===== config.mk =====
export PLATFORM = sky130hd
export DESIGN_NAME = pc_stack_flat
export DESIGN_NICKNAME = d
export VERILOG_FILES = /design/src/rtl/pc_stack_pkg.sv /design/src/rtl/pc_stack_if.sv /design/src/rtl/pc_stack_ret_stack.sv /design/src/rtl/pc_stack.sv /design/src/flat_wrapper.sv
export SDC_FILE = /design/constraint.sdc
export NUM_CORES = 1
export LEC_CHECK = 0
export CORE_UTILIZATION = 51
export DETAILED_ROUTE_END_ITERATION = 8
export PLACE_DENSITY = 0.76
export SYNTH_ARGS = -nofsm -noshare
export SYNTH_HDL_FRONTEND = slang
export SYNTH_SLANG_ARGS = --single-unit

===== constraint.sdc =====
create_clock -name clk -period 3.35 [get_ports clk]
set_clock_uncertainty 0.2 [all_clocks]
set_input_delay 0.67 -clock clk [delete_from_list [all_inputs] [get_ports clk]]
set_output_delay 0.67 -clock clk [all_outputs]
set_load 0.01 [all_outputs]

===== src/rtl/pc_stack_pkg.sv =====
// Shared definitions for the fetch program counter and its return-address stack.
package pc_pkg;

  localparam int unsigned DEF_ADDR_W      = 12;
  localparam int unsigned DEF_STACK_DEPTH = 8;

  typedef enum logic [2:0] {
    PC_HOLD,
    PC_RET,
    PC_CALL,
    PC_JMP,
    PC_BR,
    PC_INC
  } pc_sel_e;

  function automatic int unsigned cnt_width(input int unsigned depth);
    return $clog2(depth) + 1;
  endfunction

endpackage


===== src/rtl/pc_stack_if.sv =====
// Control requests from decode/execute and the PC/stack status seen by fetch.
interface pc_stack_if
  import pc_pkg::*;
#(
  parameter int unsigned ADDR_W      = DEF_ADDR_W,
  parameter int unsigned STACK_DEPTH = DEF_STACK_DEPTH
);

  localparam int unsigned CNT_W = cnt_width(STACK_DEPTH);

  logic              stall;
  logic              jmpEn;
  logic [ADDR_W-1:0] jmpAddr;
  logic              brEn;
  logic [ADDR_W-1:0] brOffset;
  logic              callEn;
  logic [ADDR_W-1:0] callAddr;
  logic              retEn;
  logic [ADDR_W-1:0] currAddr;
  logic [CNT_W-1:0]  stackCount;
  logic              stackOvf;
  logic              stackUdf;

  modport master (
    output stall, jmpEn, jmpAddr, brEn, brOffset, callEn, callAddr, retEn,
    input  currAddr, stackCount, stackOvf, stackUdf
  );

  modport slave (
    input  stall, jmpEn, jmpAddr, brEn, brOffset, callEn, callAddr, retEn,
    output currAddr, stackCount, stackOvf, stackUdf
  );

endinterface


===== src/rtl/pc_stack_ret_stack.sv =====
// Return-address LIFO; count saturates at both ends, storage is not reset.
module pc_ret_stack
  import pc_pkg::*;
#(
  parameter int unsigned DATA_W = DEF_ADDR_W,
  parameter int unsigned DEPTH  = DEF_STACK_DEPTH
) (
  input  logic                       clk,
  input  logic                       rst,
  input  logic                       push,
  input  logic                       pop,
  input  logic [DATA_W-1:0]          pushData,
  output logic [DATA_W-1:0]          topData,
  output logic [cnt_width(DEPTH)-1:0] count,
  output logic                       full,
  output logic                       empty
);

  localparam int unsigned PTR_W = $clog2(DEPTH);
  localparam int unsigned CNT_W = cnt_width(DEPTH);

  logic [DATA_W-1:0] mem_q [DEPTH];
  logic [CNT_W-1:0]  cnt_q, cnt_d;
  logic [PTR_W-1:0]  wr_idx;
  logic [PTR_W-1:0]  top_idx;
  logic              do_push;
  logic              do_pop;

  assign full    = (cnt_q == CNT_W'(DEPTH));
  assign empty   = (cnt_q == '0);
  assign do_push = push && !full;
  assign do_pop  = pop && !empty;
  assign wr_idx  = cnt_q[PTR_W-1:0];
  // When empty this points at the last slot; the value is unused then.
  assign top_idx = PTR_W'(cnt_q - CNT_W'(1));
  assign topData = mem_q[top_idx];
  assign count   = cnt_q;

  always_comb begin
    cnt_d = cnt_q;
    if (do_push) begin
      cnt_d = cnt_q + CNT_W'(1);
    end else if (do_pop) begin
      cnt_d = cnt_q - CNT_W'(1);
    end
  end

  always_ff @(posedge clk) begin
    if (rst) begin
      cnt_q <= '0;
    end else begin
      cnt_q <= cnt_d;
    end
  end

  always_ff @(posedge clk) begin
    if (do_push && !rst) begin
      mem_q[wr_idx] <= pushData;
    end
  end

endmodule


===== src/rtl/pc_stack.sv =====
// Fetch program counter with stall, jump, relative branch and call/return stack.
module pc_stack
  import pc_pkg::*;
#(
  parameter int unsigned       ADDR_W      = DEF_ADDR_W,
  parameter int unsigned       STACK_DEPTH = DEF_STACK_DEPTH,
  parameter logic [ADDR_W-1:0] RESET_ADDR  = '0
) (
  input  logic       clk,
  input  logic       rst,
  pc_stack_if.slave  bus
);

  localparam int unsigned CNT_W = cnt_width(STACK_DEPTH);

  pc_sel_e           sel;
  logic [ADDR_W-1:0] pc_q, pc_d;
  logic [ADDR_W-1:0] add_b;
  logic [ADDR_W-1:0] pc_sum;
  logic              ovf_q, ovf_d;
  logic              udf_q, udf_d;
  logic              push, pop;
  logic [ADDR_W-1:0] top_data;
  logic [CNT_W-1:0]  count;
  logic              full, empty;

  always_comb begin
    sel = PC_INC;
    if (bus.stall) begin
      sel = PC_HOLD;
    end else if (bus.retEn) begin
      sel = PC_RET;
    end else if (bus.callEn) begin
      sel = PC_CALL;
    end else if (bus.jmpEn) begin
      sel = PC_JMP;
    end else if (bus.brEn) begin
      sel = PC_BR;
    end
  end

  // One adder serves both the +1 successor (also the pushed return address) and branches.
  assign add_b  = (sel == PC_BR) ? bus.brOffset : ADDR_W'(1);
  assign pc_sum = pc_q + add_b;

  always_comb begin
    pc_d  = pc_q;
    ovf_d = ovf_q;
    udf_d = udf_q;
    push  = 1'b0;
    pop   = 1'b0;
    unique case (sel)
      PC_HOLD: ;
      PC_RET: begin
        if (!empty) begin
          pop  = 1'b1;
          pc_d = top_data;
        end else begin
          udf_d = 1'b1;
          pc_d  = pc_sum;
        end
      end
      PC_CALL: begin
        if (!full) begin
          push = 1'b1;
          pc_d = bus.callAddr;
        end else begin
          ovf_d = 1'b1;
          pc_d  = pc_sum;
        end
      end
      PC_JMP:  pc_d = bus.jmpAddr;
      PC_BR:   pc_d = pc_sum;
      PC_INC:  pc_d = pc_sum;
      default: pc_d = pc_sum;
    endcase
  end

  always_ff @(posedge clk) begin
    if (rst) begin
      pc_q  <= RESET_ADDR;
      ovf_q <= 1'b0;
      udf_q <= 1'b0;
    end else begin
      pc_q  <= pc_d;
      ovf_q <= ovf_d;
      udf_q <= udf_d;
    end
  end

  pc_ret_stack #(
    .DATA_W (ADDR_W),
    .DEPTH  (STACK_DEPTH)
  ) u_ret_stack (
    .clk      (clk),
    .rst      (rst),
    .push     (push),
    .pop      (pop),
    .pushData (pc_sum),
    .topData  (top_data),
    .count    (count),
    .full     (full),
    .empty    (empty)
  );

  assign bus.currAddr   = pc_q;
  assign bus.stackCount = count;
  assign bus.stackOvf   = ovf_q;
  assign bus.stackUdf   = udf_q;

endmodule


===== src/flat_wrapper.sv =====
// flat-port wrapper written by rule: the top's interface ports become plain ports
module pc_stack_flat import pc_pkg::*;
#(
  parameter int unsigned       ADDR_W      = DEF_ADDR_W,
  parameter int unsigned       STACK_DEPTH = DEF_STACK_DEPTH,
  parameter logic [ADDR_W-1:0] RESET_ADDR  = '0
)
  (clk, rst, bus_stall, bus_jmpEn, bus_jmpAddr, bus_brEn, bus_brOffset, bus_callEn, bus_callAddr, bus_retEn, bus_currAddr, bus_stackCount, bus_stackOvf, bus_stackUdf);
  pc_stack_if #(.ADDR_W(ADDR_W), .STACK_DEPTH(STACK_DEPTH)) bus_i ();
  input  logic clk;
  input  logic rst;
  input wire logic [$bits(bus_i.stall)-1:0] bus_stall;
  input wire logic [$bits(bus_i.jmpEn)-1:0] bus_jmpEn;
  input wire logic [$bits(bus_i.jmpAddr)-1:0] bus_jmpAddr;
  input wire logic [$bits(bus_i.brEn)-1:0] bus_brEn;
  input wire logic [$bits(bus_i.brOffset)-1:0] bus_brOffset;
  input wire logic [$bits(bus_i.callEn)-1:0] bus_callEn;
  input wire logic [$bits(bus_i.callAddr)-1:0] bus_callAddr;
  input wire logic [$bits(bus_i.retEn)-1:0] bus_retEn;
  output wire logic [$bits(bus_i.currAddr)-1:0] bus_currAddr;
  output wire logic [$bits(bus_i.stackCount)-1:0] bus_stackCount;
  output wire logic [$bits(bus_i.stackOvf)-1:0] bus_stackOvf;
  output wire logic [$bits(bus_i.stackUdf)-1:0] bus_stackUdf;
  assign bus_i.stall = bus_stall;
  assign bus_i.jmpEn = bus_jmpEn;
  assign bus_i.jmpAddr = bus_jmpAddr;
  assign bus_i.brEn = bus_brEn;
  assign bus_i.brOffset = bus_brOffset;
  assign bus_i.callEn = bus_callEn;
  assign bus_i.callAddr = bus_callAddr;
  assign bus_i.retEn = bus_retEn;
  assign bus_currAddr = bus_i.currAddr;
  assign bus_stackCount = bus_i.stackCount;
  assign bus_stackOvf = bus_i.stackOvf;
  assign bus_stackUdf = bus_i.stackUdf;
  pc_stack #(.ADDR_W(ADDR_W), .STACK_DEPTH(STACK_DEPTH), .RESET_ADDR(RESET_ADDR)) u_core (.clk(clk), .rst(rst), .bus(bus_i));
endmodule

-- Word-level counts from Yosys, hierarchy flattened
Memory sizes are Yosys's and may differ from the RTL's.
Cells that the tools add are included.
- memories: 1
- output and inout bits: 18
- word-level logic and storage cells: 41
- latch bits: 0
- bits of input ports: 43
- bits in writable memories: 96
- memory bits (read-only): 0
- register bits after elaboration: 18
- add/sub/neg operators: 3
- magnitude comparators: 0
- equal/unequal tests: 5
- reduce and logical (&&, ||, !) cells: 11
- bitwise logic cells: 0
- shift-type cells: 0
- multipliers: 0
- divide/modulo/power cells: 0
- mux-type cells: 17
- memory list (memory ; depth ; width ; rd ports ; clocked after memory_dff ; write ports ; RTL line ; RTL):
    u_core.u_ret_stack.mem_q ; 8 ; 12 ; 1 ; 0 ; 1 ; pc_stack_ret_stack.sv:22 ; logic [DATA_W-1:0] mem_q [DEPTH];
- operators by type and width (operator ; count):
    one-hot mux 12 bit (4 select lines) ; 1
    2-to-1 mux 12 bit ; 3
    adder 12 bit ; 1
    2-to-1 mux 3 bit ; 4
    2-to-1 mux 4 bit ; 2
    2-to-1 mux 1 bit ; 7
    == test 3 x 2 -> 1 bit (second input constant) ; 2
    adder 4 x 1 -> 4 bit (second input constant) ; 1
    == test 4 bit (second input constant) ; 1
    zero test 4 bit ; 1
    AND reduction 2 bit ; 2
    subtractor 4 x 1 -> 4 bit (second input constant) ; 1
    == test 3 x 1 -> 1 bit (second input constant) ; 1
    == test 3 bit (second input constant) ; 1
    logical AND 1 bit ; 3
    zero test 1 bit ; 3
    zero test 3 bit ; 1
    nonzero test 2 bit ; 1

-- Logic depth before layout (Yosys ltp)
- depth in word-level cells: 11
- gate-level depth with buffers: 12
- mapped depth without buffers: 11

-- By module
A second synthesis with hierarchy kept.
- cell total of the unflattened synthesis: 376
- area, all modules: 5449.0 um^2
- modules (own cells, without submodules) (module ; seq. area each (um^2) ; cells each ; area each (um^2) ; times used):
    pc_ret_stack ; 2962.8 ; 197 ; 4036.4 ; 1
    pc_stack ; 280.3 ; 179 ; 1412.6 ; 1

-- Worst setup path after synthesis
No wires, ideal clock.
- path kind: input-to-reg
- start: input port bus_stall
- end: memory u_core.u_ret_stack.mem_q[0][8] (netlist bit) (data pin)
- stages: 11
- data required time: 2927 ps
- arrival time: 2869 ps
- library setup time: 223 ps
- path slack: 58 ps
- buffers on the path: 2
- path through: buf_4 > nor3_1 > and3b_1 > clkbuf_1 > nand2_1 > fa_1 > nor2b_1 > o21bai_1 > a21o_1 > a21oi_1 > xor2_1
- word-level cells in the longest chain between the ends: 4
- ends and longest elaborated chain (element ; RTL line ; RTL):
    start, declared ; flat_wrapper.sv:12 ; input wire logic [$bits(bus_i.stall)-1:0] bus_stall;
    2-to-1 mux 3 bit ; pc_stack.sv:29 ; if (bus.stall) begin
    == test 3 bit ; pc_stack.sv:43 ; assign add_b = (sel == PC_BR) ? bus.brOffset : ADDR_W'(1);
    2-to-1 mux 12 bit ; pc_stack.sv:43 ;
    adder 12 bit ; pc_stack.sv:44 ; assign pc_sum = pc_q + add_b;
    net u_core.pc_sum[8] ; pc_stack.sv:19 ; logic [ADDR_W-1:0] pc_sum;
    end, declared ; pc_stack_ret_stack.sv:22 ;
The timed path passes the listed nets, and every way through them passes these cells.

-- Worst setup path in the final report
- start: input port bus_retEn
- end: memory u_core.u_ret_stack.mem_q[5][11] (netlist bit) (data pin)
- word-level cells in the longest chain between the ends: 5
- ends and longest elaborated chain (element ; RTL line ; RTL):
    start, declared ; flat_wrapper.sv:19 ; input wire logic [$bits(bus_i.retEn)-1:0] bus_retEn;
    2-to-1 mux 3 bit ; pc_stack.sv:31 ; end else if (bus.retEn) begin
    2-to-1 mux 3 bit ; pc_stack.sv:29 ;
    == test 3 bit ; pc_stack.sv:43 ;
    2-to-1 mux 12 bit ; pc_stack.sv:43 ;
    adder 12 bit ; pc_stack.sv:44 ;
    net u_core.pc_sum[11] ; pc_stack.sv:19 ;
The timed path passes the listed nets, and every way through them passes these cells.

==> metrics.yaml <==
clock_tree:
  cts_tree: "yes"
  cts.clk_slew.worst_paths_ns: 0.06
  cts_inserted_buffers: 17
  cts_hold_buf: 0
  cts_sinks: 114
  clock_latency_ns: 0.52
  htreeDepth: 4
  cts_buffer_depth: 2
  cts-root-buf: "clkbuf_8"
timing:
  slew_violations: 0
  setup_viol: 0
  maxSlewHeadroom_pct: 59.2
  final.period_utilization_pct: 96.9
  fin_crit_ns: 3.25
  rsz0062_at_grt: "yes"
  worst_slew_pin_slew_ns: 0.612
  finalHoldViolCount: 0
  timing.hold.ws_ns: 0.280
  fmax_ghz: 0.308
routing:
  vias: 3769
  postRouteAntennaNets: 0
  drc: 0
  first_pass_iters: 5
  first_iter_violations: 274
  wl_per_cell_um: 21.1
  via_per_inst: 5.82
  wl_um: 13700
setup_path:
  worstReg2RegStart: "u_core.u_ret_stack.count[1]$_SDFFE_PP0P_"
  cp.depth: 10
  slowest_stage: "clkdlybuf4s50_1"
  cpPeakStageDelay_ns: 0.45
  worst_ep_arrival_time_ns: 3.27
  cpLargestDelayFamily: "simple AND/OR/NAND/NOR gates"
  r2r-end: "u_core.bus.currAddr[4]$_SDFFE_PP0P_"
  crit_path_end: "u_core.u_ret_stack.mem_q[5][11]$_DFFE_PP_"
  ff2ff_setup_slack_ns: 0.78
  critical_path_required_ns: 3.38
  endpoint_kind: "flop"
  path_buf_inv: 1
  worst-path-max-fanout: 8
  path_class: "input port to flop"
  worstSetupStartpoint: "bus_retEn"
  r2r_cells: 6
  startpoint_type: "input port"
  path_cells: "clkdlybuf4s50_1 > nor3_2 > and3b_2 > and2_1 > ha_1 > a21oi_1 > o21ai_0 > o211ai_1 > nand2_1 > xor2_4"
logic_synthesis:
  synth_area_um2: 5530
  async_flop_share_pct: 0
  synth_edf_count: 96
  ys_ff_latch: 114
  yosysUniqueCellTypes: 52
  ys.flop_type: "edfxtp_1"
  ys_seq_area_share_pct: 58.7
  avgSynthCellArea_um2: 14.4
  postSynthCellCount: 383
  syn-num-nets: 440
  yosys_warnings: 0
power:
  swShare_pct: 27.0
  peakVddDrop_mv: 0.489
  p_per_area_nw_per_um2: 603
  internal_power_uw: 3200
  seq_power_share_pct: 37.3
  leakagePower_uw: 0.00266
  p_clk_share_pct: 42.5
  switchingPower_uw: 1180
  comb_power_share_pct: 20.2
finish:
  seq_area_um2: 3240
  mostFrequentLayoutCell: "edfxtp_1"
  fillers: 707
  area_growth_pct: 31.6
  antennaDiodeCount: 0
  finalNonFillerCells: 648
  multi_input_area_um2: 2150
  final_cell_mix: "edfxtp_1 (96), clkdlybuf4s50_1 (60), buf_4 (54)"
  nets: 556
  drive_above_1_share_pct: 28.7
die:
  die_area_um2: 11300
  rows: 37
  chipWidth_um: 106
  initial_core_util_pct: 53.1
  core_um2: 10400
  io_pins: 61
  dieHeight_um: 106
placed_design:
  place.gp.congestion: 0.900
  port_buffers: 60
  dp.cells: 614
  dp_hpwl_um: 9220
grt:
  first_global_vias: 4034
  track_usage_pct: 26.0
  gr-total-overflow: 0
  grt_start_max_net_pins: 29
  grt_pass1_wl_um: 21300
  antenna_found_initial: 0
outcome:
  status: "completed"
run:
  drv_cap: 0
worst_hold_path:
  hold_path.class: "flop to flop"
[worst min path at each step]
stage	startpoint	end	slack, ns	cells past startpoint
after floorplan	u_core.bus.stackOvf$_SDFFE_PP0P_	u_core.bus.stackOvf$_SDFFE_PP0P_	0.30	2
after global placement	u_core.bus.stackOvf$_SDFFE_PP0P_	u_core.bus.stackOvf$_SDFFE_PP0P_	0.25	2
after detailed placement	u_core.bus.stackUdf$_SDFFE_PP0P_	u_core.bus.stackUdf$_SDFFE_PP0P_	0.26	2
after CTS	u_core.bus.stackUdf$_SDFFE_PP0P_	u_core.bus.stackUdf$_SDFFE_PP0P_	0.28	2
after global routing	u_core.bus.stackUdf$_SDFFE_PP0P_	u_core.bus.stackUdf$_SDFFE_PP0P_	0.29	2
final	u_core.bus.stackUdf$_SDFFE_PP0P_	u_core.bus.stackUdf$_SDFFE_PP0P_	0.28	2
[logic make-up after synthesis]
| logic type | after synthesis | share of synthesized area (%) |
|---|---|---|
| AOI/OAI and AO/OA | 78 | 11.2 |
| xor gates and xnor gates | 11 | 1.74 |
| adders and majority gates | 14 | 3.30 |
| buffers and inverters | 38 | 3.80 |
| DFF | 114 | 58.7 |
| muxes | 36 | 12.3 |
| and+or+nand+nor | 92 | 8.96 |
[power groups by stage]
stage	combinational (uW)	clock, uW	sequential [uW]
after floorplan	567	0	1660
after global placement	854	0	1660
after detailed placement	874	0	1660
after CTS	887	1880	1630
after global routing	952	1930	1640
final	888	1860	1630
[synth_stat cells (3+ instances only)]
master	instances	area [um2]
nand3b_1	4	30.0
dfxtp_1	18	360
o211ai_1	7	52.6
xnor2_1	6	52.6
edfxtp_1	96	2880
nand3_1	6	30.0
a221oi_1	4	35.0
mux2_2	8	90.1
mux2i_1	4	40.0
ha_1	13	163
buf_2	6	30.0
a221o_1	10	100
mux4_2	22	495
a21o_1	6	45.0
nor3_1	3	15.0
buf_6	5	56.3
a221oi_2	6	90.1
a21oi_1	23	115
nand2_1	17	63.8
nor2_1	25	93.8
or3_1	6	37.5
o21ai_0	5	25.0
buf_4	6	45.0
xor2_1	5	43.8
o21ai_1	3	15.0
inv_1	19	71.3
and2_1	14	87.6
[repair_timing]
item,in CTS,in global routing
setup buffers,0,1
setup endpoints to repair,40,68
pin swaps,0,2
resized for setup,6,8
cloned,0,1
[state kept, by name, indices dropped and copies added (netlist names)]
register                  flops
u_core.u_ret_stack.mem_q     96
u_core.bus.stackOvf           1
u_core.bus.currAddr          12
u_core.bus.stackUdf           1
u_core.u_ret_stack.count      4
[tightest hold or removal path, delay by kind of cell (launching register included)]
| family | cells | cell delay, ns |
|---|---|---|
| AOI/OAI and AO/OA | 1 | 0.04 |
| DFF | 1 | 0.33 |
| and+or+nand+nor | 1 | 0.07 |
[through the flow]
step | instance area (um2) | TNS, ns | setup WS, ns | util (%) | total power [uW]
2_1_floorplan | 5530 | 0 | 0.0578 | - | 2230
6_report | 7280 | 0 | 0.103 | 69.9 | 4390
3_3_place_gp | 6580 | -29.17 | -0.596 | 63.2 | 2520
4_1_cts | 7220 | 0 | 0.0109 | 69.3 | 4410
3_5_place_dp | 6580 | -36.74 | -0.693 | 63.2 | 2540
5_1_grt | 7280 | -1.02 | -0.0662 | 69.9 | 4520
[area by class of cell]
cell class | instances | share of cell area [%]
sequential | 114 | 44.6
multi-input combinational | 232 | 29.6
clock buffer | 17 | 5.69
clock inverter | 15 | 2.72
inverter | 19 | 0.980
tap | 136 | 2.34
timing repair buffer | 115 | 14.1
[layer usage]
metal  track usage [%]  part of all wire, %  vias up
li1                  -                    -     1728
met1              31.8                   41     1882
met2              45.2                   53      136
met3              5.70                  4.9       23
met4              9.72                  1.6        0
met5                 0                    0        -
No activity file was read; power rests on OpenSTA's default activity.
